[src/rtl/stream_arb_2x1.sv]
// Two-source packet-aware round-robin arbiter feeding one registered output stream.
// The grant is held for a whole packet; sel reports which source the held beat came from.
module stream_arb_2x1 #(
    parameter int DATA_W = 8
) (
    input  logic              clk,
    input  logic              rst_n,
    input  logic              a_valid,
    input  logic [DATA_W-1:0] a_data,
    input  logic              a_last,
    output logic              a_ready,
    input  logic              b_valid,
    input  logic [DATA_W-1:0] b_data,
    input  logic              b_last,
    output logic              b_ready,
    output logic              y_valid,
    output logic [DATA_W-1:0] y_data,
    output logic              y_last,
    input  logic              y_ready,
    output logic              sel
);

    typedef enum logic [1:0] {
        IDLE   = 2'd0,
        LOCK_A = 2'd1,
        LOCK_B = 2'd2
    } state_t;

    localparam logic SRC_A = 1'b0;
    localparam logic SRC_B = 1'b1;

    state_t state, state_nxt;
    logic   last_grant, last_grant_nxt;
    logic   load_en;
    logic   grant_vld;
    logic   grant_id;
    logic   accept;
    logic   acc_last;

    assign load_en = !y_valid || y_ready;

    // Grant selection: a lock pins the grant even while the locked source idles.
    always_comb begin
        grant_vld = 1'b0;
        grant_id  = SRC_A;
        case (state)
            LOCK_A: begin
                grant_vld = 1'b1;
                grant_id  = SRC_A;
            end
            LOCK_B: begin
                grant_vld = 1'b1;
                grant_id  = SRC_B;
            end
            default: begin
                if (a_valid && b_valid) begin
                    grant_vld = 1'b1;
                    grant_id  = ~last_grant;
                end else if (a_valid) begin
                    grant_vld = 1'b1;
                    grant_id  = SRC_A;
                end else if (b_valid) begin
                    grant_vld = 1'b1;
                    grant_id  = SRC_B;
                end
            end
        endcase
    end

    // Readies are held low through reset so no beat is consumed then.
    assign a_ready  = rst_n && load_en && grant_vld && (grant_id == SRC_A);
    assign b_ready  = rst_n && load_en && grant_vld && (grant_id == SRC_B);
    assign accept   = (a_ready && a_valid) || (b_ready && b_valid);
    assign acc_last = (grant_id == SRC_B) ? b_last : a_last;

    always_comb begin
        state_nxt      = state;
        last_grant_nxt = last_grant;
        if (accept) begin
            if (acc_last) begin
                state_nxt      = IDLE;
                last_grant_nxt = grant_id;
            end else begin
                state_nxt = (grant_id == SRC_B) ? LOCK_B : LOCK_A;
            end
        end
    end

    always_ff @(posedge clk) begin
        if (!rst_n) begin
            state      <= IDLE;
            last_grant <= SRC_B;
        end else begin
            state      <= state_nxt;
            last_grant <= last_grant_nxt;
        end
    end

    // Output register stage: loads on accept, empties when drained with nothing to load.
    always_ff @(posedge clk) begin
        if (!rst_n) begin
            y_valid <= 1'b0;
            y_data  <= '0;
            y_last  <= 1'b0;
            sel     <= SRC_A;
        end else if (load_en) begin
            if (accept) begin
                y_valid <= 1'b1;
                y_data  <= (grant_id == SRC_B) ? b_data : a_data;
                y_last  <= acc_last;
                sel     <= grant_id;
            end else begin
                y_valid <= 1'b0;
            end
        end
    end

endmodule

[config.mk]
export PLATFORM = sky130hd
export DESIGN_NAME = stream_arb_2x1
export DESIGN_NICKNAME = d
export VERILOG_FILES = /design/src/rtl/stream_arb_2x1.sv
export SDC_FILE = /design/constraint.sdc
export NUM_CORES = 1
export LEC_CHECK = 0
export BUFFER_PORTS_ARGS = -buffer_cell sky130_fd_sc_hd__clkbuf_2
export CAP_MARGIN = 25
export CORE_MARGIN = 3
export CORE_UTILIZATION = 45
export CTS_BUF_LIST = sky130_fd_sc_hd__clkbuf_4 sky130_fd_sc_hd__clkbuf_8 sky130_fd_sc_hd__clkbuf_16
export CTS_CLUSTER_SIZE = 20
export DETAILED_ROUTE_END_ITERATION = 16
export PLACE_DENSITY = 0.8
export SYNTH_ARGS = -nofsm -noshare
export SYNTH_HDL_FRONTEND = slang
export SYNTH_SLANG_ARGS = --single-unit
[constraint.sdc]
create_clock -name clk -period 4.15 [get_ports clk]
set_input_delay 0.2075 -clock clk [delete_from_list [all_inputs] [get_ports clk]]
set_output_delay 0.2075 -clock clk [all_outputs]
set_load 0.05 [all_outputs]
==> reports/qor.txt, run 1 <==
status: completed
Hold Path Depth: 3
Seq cells post-synth: 14
CP arrival: 1.87 ns
critical path's largest stage delay: 0.35 ns
cells after synthesis: 82
R2R cell count: 5
I/O pins: 36
Post-Syn Area: 668 µm²
Final Util: 64.7%
Storage cell area: 280 µm²
FP Rows: 13
Peak Freq: 482 MHz
postcts setup bufs: 0
Hold EP: y_data[1]
All-Layer GR Usage: 16.9%
total grt overflow: 0
RSZ-0062 raised after global routing: no
power per cell area: 401 nW/µm²
sequential area share after synthesis: 41.9%
Die Ht: 44.5 µm
post-synthesis cell type count: 25
Synth Area per Inst: 8.15 µm²
dpl hpwl: 1210 µm
Placeable Area: 1350 µm²
endpoint class of the critical path: output port
max_slew headroom: 61.0%
Clock Tree Buf Depth: 2
Setup Skew: 0.00515 ns
FF-to-FF Start: state[0]
crit path buf inv count: 2
Crit path required time: 3.94 ns
gpl congestion: 0.702
Clock transition at path regs: 0.08 ns
Via Count: 716
initial antenna violation count: 0
crit path max fanout: 10
YS warnings: 0
Inserted Diodes: 0
Pre-antenna DRT Iters: 4
Port-buffer cells: 35
ranking of synthesized cells by area: dfxtp_1 (42%), a21oi_1 (15%), o21ai_0 (8.2%)
hold bufs inserted after CTS: 0
clk root buf: clkbuf_4
clk_lat worst skew: 0.27 ns
CTS tree: built
largest area contributor in the netlist: dfxtp_1
vias per cell: 5.42
setup slack, reg-to-reg: 2.21 ns
maximum vdd ir drop: 0.000194 V
Critical Path Start Type: register
Starting Density: 49.5%
CP Launch Point: state[0]
Final #Nets: 142
drt total wl: 1620 µm
PostCTS Resize Cnt: 0
Slew Limit Fails: 0
worst hold path startpoint: a_data[1]
final worst path period need: 2.07 ns
Final Hold Fails: 0
vias in the first global route: 625
Crit path max-delay family: adder cells
fill cell count: 132
Seq pwr share: 43.1%
CP Class: reg2out
Reg2Reg Capture Point: last_grant
setup tns final: 0 ns
# DRC: 0
area grow syn2layout: 30.7%
combinational share of power: 29.6%
Clk pwr share: 27.3%
first-pass GRT wire length: 2530 µm
DIE AREA: 1980 µm²
WHS: 0.147 ns
share of the synthesized area in the top cell type: 41.9%
share of layout cells above drive strength 1: 35.9%
largest net degree at the start of global routing: 16
Synth Net Count: 106
MaxCap Viol Count: 0
CTS sink count: 14
worst-path cell chain: inv_1, ha_1, nor2b_1, a31o_1, nor2_1, clkbuf_2
Worst Tran Pin Value: 0.585 ns
post-route ant nets: 0
area of the multi-input gates: 340 µm²
sw frac: 34.6%
routed length per instance: 12.3 µm
Net Sw Power: 0.121 mW
Slowest cell on crit path: ha_1
TritonCTS Buffers: 3
H-tree depth: 1
Setup-failing EPs final: 0
die width: 44.5 µm
worst min path class: in2reg
Final Cycle Share: 50.0%
Int Pwr: 0.229 mW
Iter 0 DRT Violations: 10
Leak Pwr: 0.438 nW
-- kinds of logic after synthesis --
| group | count (synthesis) | share of synthesized area, % |
|---|---|---|
| simple gates | 18 | 12.5 |
| flops | 14 | 41.9 |
| mux | 2 | 3.00 |
| buf+inv | 9 | 7.11 |
| compound gates | 38 | 33.5 |
| fa+ha+maj | 1 | 1.87 |
-- sequential cells by signal (all words and copies together) (netlist names) --
| register | count |
|---|---|
| y_data | 8 |
| last_grant | 1 |
| y_valid | 1 |
| state | 2 |
| sel | 1 |
| y_last | 1 |
-- metal layers --
| layer | vias up | wire (µm) | track usage, % |
|---|---|---|---|
| met5 | - | 0 | 0 |
| li1 | 365 | - | - |
| met2 | 26 | 819 | 28.1 |
| met1 | 323 | 660 | 20.3 |
| met4 | 0 | 14 | 7.23 |
| met3 | 2 | 125 | 4.47 |
-- power by group through the flow --
stage | Sequential [mW] | Combinational (mW) | Clock, mW
after global routing | 0.152 | 0.112 | 0.103
after floorplan | 0.188 | 0.0420 | 0
after CTS | 0.151 | 0.103 | 0.0986
after global placement | 0.154 | 0.101 | 0
final | 0.151 | 0.104 | 0.0957
after detailed placement | 0.154 | 0.103 | 0
-- metrics by stage --
step / instance area [µm²] / total power [mW] / cells / worst slack [ns]
2_1_floorplan: 668 / 0.230 / 82 / 2.12
3_3_place_gp: 830 / 0.255 / 127 / 2.01
3_5_place_dp: 830 / 0.257 / 127 / 1.93
4_1_cts: 866 / 0.353 / 131 / 1.69
5_1_grt: 873 / 0.368 / 132 / 1.91
6_report: 873 / 0.350 / 132 / 2.08
-- synthesized netlist by cell type --
master	count
o21a_1	1
or3b_1	1
a31o_1	1
mux2i_1	2
a21oi_1	20
buf_4	1
buf_2	1
nand3_1	1
o2111a_1	1
buf_6	1
o311ai_0	1
or3_1	2
nor2_1	2
inv_1	4
dfxtp_1	14
a31oi_1	1
a311o_2	1
nand2b_1	1
ha_1	1
nor2b_1	1
nand2_1	10
o2111ai_2	1
clkbuf_1	1
o21ai_0	11
clkbuf_2	1
-- worst reg2reg max path, cell delays in order, from the launching register on --
cell and delay, ns:
dfxtp_1 0.33, inv_1 0.04, ha_1 0.35, or3b_1 0.40
o2111a_1 0.28, a311o_2 0.43
-- final cells by class --
class	instances	area share (%)
Multi-Input combinational cell	59	39.0
Timing Repair Buffer	36	20.9
Sequential cell	14	32.1
Tap cell	15	2.15
Inverter	4	1.72
Clock buffer	4	4.15
-- worst max path at each step --
| stage | depth (start not counted) | end | slack [ns] |
|---|---|---|---|
| 2_1_floorplan | 7 | sel | 2.12 |
| 3_3_place_gp | 5 | last_grant | 2.01 |
| 3_5_place_dp | 5 | last_grant | 1.93 |
| 4_1_cts | 5 | b_ready | 1.69 |
| 5_1_grt | 6 | a_ready | 1.91 |
| 6_report | 6 | a_ready | 2.08 |
-- cells in the final DEF (no fill, tap or decap), drive strengths merged, types with 2 or more instances in the layout --
master,count
nand2,10
inv,4
clkbuf,39
o21ai,11
nor2,2
or3,2
dfxtp,14
a21oi,20
mux2i,2
Power figures use the tool's default switching activity.
==> run 2: changes to the inputs <==
--- a/config.mk
+++ b/config.mk
@@ -8,11 +8,11 @@
 export BUFFER_PORTS_ARGS = -buffer_cell sky130_fd_sc_hd__clkbuf_2
 export CAP_MARGIN = 25
 export CORE_MARGIN = 3
-export CORE_UTILIZATION = 45
+export CORE_UTILIZATION = 38
 export CTS_BUF_LIST = sky130_fd_sc_hd__clkbuf_4 sky130_fd_sc_hd__clkbuf_8 sky130_fd_sc_hd__clkbuf_16
 export CTS_CLUSTER_SIZE = 20
 export DETAILED_ROUTE_END_ITERATION = 16
-export PLACE_DENSITY = 0.8
+export PLACE_DENSITY = 0.72
 export SYNTH_ARGS = -nofsm -noshare
 export SYNTH_HDL_FRONTEND = slang
 export SYNTH_SLANG_ARGS = --single-unit
==> constraint.sdc (replaced) <==
create_clock -name clk -period 1.7 [get_ports clk]
set_input_delay 0.085 -clock clk [delete_from_list [all_inputs] [get_ports clk]]
set_output_delay 0.085 -clock clk [all_outputs]
set_load 0.05 [all_outputs]
==> run 2 against run 1 <==
- routed wire length up 5.5%
- cell count up 9.1%
- hold slack worse by 0.12 ns
- register-to-register slack worse by 2.2 ns
- non-clock buffer count up 12
==> reports/qor.txt, run 2 (same netlist as run 1, synthesis figures left out) <==
CP arrival: 1.82 ns (-0.05 ns)
crit path max fanout: 9 (-1)
Clk pwr share: 20.9% (-6.4 points)
H-tree depth: 1 (unchanged)
Net Sw Power: 0.309 mW (+160%)
Crit path required time: 1.87 ns (-2.07 ns)
sw frac: 35.7% (+1.1 points)
CP Class: reg2reg
Iter 0 DRT Violations: 14 (+4)
Crit path max-delay family: compound AO/OA/AOI/OAI gates
dpl hpwl: 1250 µm (+3.3%)
drt total wl: 1710 µm (+5.5%)
Inserted Diodes: 0 (unchanged)
setup tns final: 0 ns (unchanged)
Pre-antenna DRT Iters: 4 (unchanged)
total grt overflow: 0 (unchanged)
Setup Skew: 0.00208 ns (-0.00307 ns)
Final Hold Fails: 0 (unchanged)
Starting Density: 42.4% (-7.1 points)
Clock Tree Buf Depth: 2 (unchanged)
Seq pwr share: 42.8% (-0.3 points)
Die Ht: 47.9 µm (+7.6%)
largest net degree at the start of global routing: 16 (unchanged)
Port-buffer cells: 35 (unchanged)
initial antenna violation count: 0 (unchanged)
Setup-failing EPs final: 0 (unchanged)
die width: 47.9 µm (+7.6%)
clk root buf: clkbuf_4
vias per cell: 5.21 (-4.0%)
CTS tree: built
I/O pins: 36 (unchanged)
combinational share of power: 36.3% (+6.7 points)
MaxCap Viol Count: 0 (unchanged)
Slowest cell on crit path: or3b_4
Peak Freq: 604 MHz
Via Count: 750 (+4.7%)
WHS: 0.0301 ns (-0.117 ns)
Placeable Area: 1580 µm² (+17%)
most common cell after layout, fill and taps aside: clkbuf_2
endpoint class of the critical path: register
status: completed
maximum vdd ir drop: 0.000463 V (+140%)
CTS sink count: 14 (unchanged)
first-pass GRT wire length: 2660 µm (+5.2%)
DIE AREA: 2300 µm² (+16%)
Biggest register: y_data
Final Cycle Share: 97.3%
most frequent cells in the layout: clkbuf_2 (33), a21oi_1 (20), dfxtp_1 (12), buf_4 (12), nand2_1 (10)
routed length per instance: 11.9 µm (-3.3%)
max_slew headroom: 78.1% (+17 points)
overall power: 0.865 mW (+150%)
Int Pwr: 0.556 mW (+140%)
Slew Limit Fails: 0 (unchanged)
max reg flops: 8 (unchanged)
critical path's largest stage delay: 0.38 ns (+0.03 ns)
top flop regs: y_data (8), state (2)
post-route ant nets: 0 (unchanged)
area grow syn2layout: 53.9%
All-Layer GR Usage: 16.8% (-0.18 points)
share of layout cells above drive strength 1: 51.6% (+16 points)
Clock transition at path regs: 0.08 ns (about the same)
Leak Pwr: 0.501 nW (+15%)
TritonCTS Buffers: 3 (unchanged)
Worst Tran Pin Value: 0.329 ns (-0.256 ns)
clk_lat worst skew: 0.27 ns (about the same)
final worst path period need: 1.65 ns
RSZ-0062 raised after global routing: yes
crit path buf inv count: 2 (unchanged)
Critical Path Start Type: register
FP Rows: 14 (+1)
power per cell area: 841 nW/µm² (+110%)
Final #Nets: 154 (+8.5%)
worst-path cell chain: inv_2, ha_4, or3b_4, o2111a_2, buf_6, o21ai_0, a21oi_1
worst min path class: in2reg
gpl congestion: 0.768 (+9.5%)
vias in the first global route: 643 (+2.9%)
# DRC: 0 (unchanged)
==> run 2: cell type report <==
type,count,area [µm²]
tap,16,20.0
clock buffer,3,22.5
fill,130,548
multi-input combinational,59,392
timing repair buffer,48,297
sequential,14,283
inverter,4,15.0
==> run 2: final timing paths <==
path	startpoint	end	slack, ns	cells after the start
max	state[0]	y_data[2]	0.05	7
min	a_data[0]	y_data[0]	0.03	3
max reg2reg	state[0]	y_data[2]	0.05	7
min reg2reg	y_last	y_last	0.48	2
==> run 2: worst min-delay path, stage by stage <==
cell and delay (ns):
clkbuf_2 0.08, nand2_1 0.04, a21oi_1 0.05
==> run 2: metal layers <==
metal | vias up | global-route usage (%) | wire length [µm]
li1 | 390 | - | -
met1 | 329 | 20.6 | 755
met2 | 29 | 27.7 | 822
met3 | 2 | 3.38 | 118
met4 | 0 | 8.06 | 12
met5 | - | 0 | 0
==> run 2: power by group through the flow <==
stage | Combinational (mW) | Clock [mW] | Sequential (mW)
finish | 0.314 | 0.180 | 0.370
global route | 0.338 | 0.206 | 0.374
CTS | 0.299 | 0.188 | 0.370
detailed placement | 0.279 | 0 | 0.376
global placement | 0.278 | 0 | 0.376
floorplan | 0.107 | 0 | 0.460
==> run 2: metrics by stage <==
stage	setup slack [ns]	instances	cell area, µm²	utilization, %
finish	0.0451	144	1030	65.2
global route	-0.0328	144	1030	65.2
CTS	0.00128	143	997	63.3
detailed placement	-0.0326	137	916	58.1
global placement	-0.00300	137	916	58.1
floorplan	-0.000872	82	686	-
==> run 2: repair_timing <==
item                                    4_1_cts  5_1_grt
buffers inserted                              3        1
hold buffers                                  0        0
pin swaps                                     2        4
gates cloned                                  0        0
resized for setup                            12       14
endpoints found under the setup margin       11       12
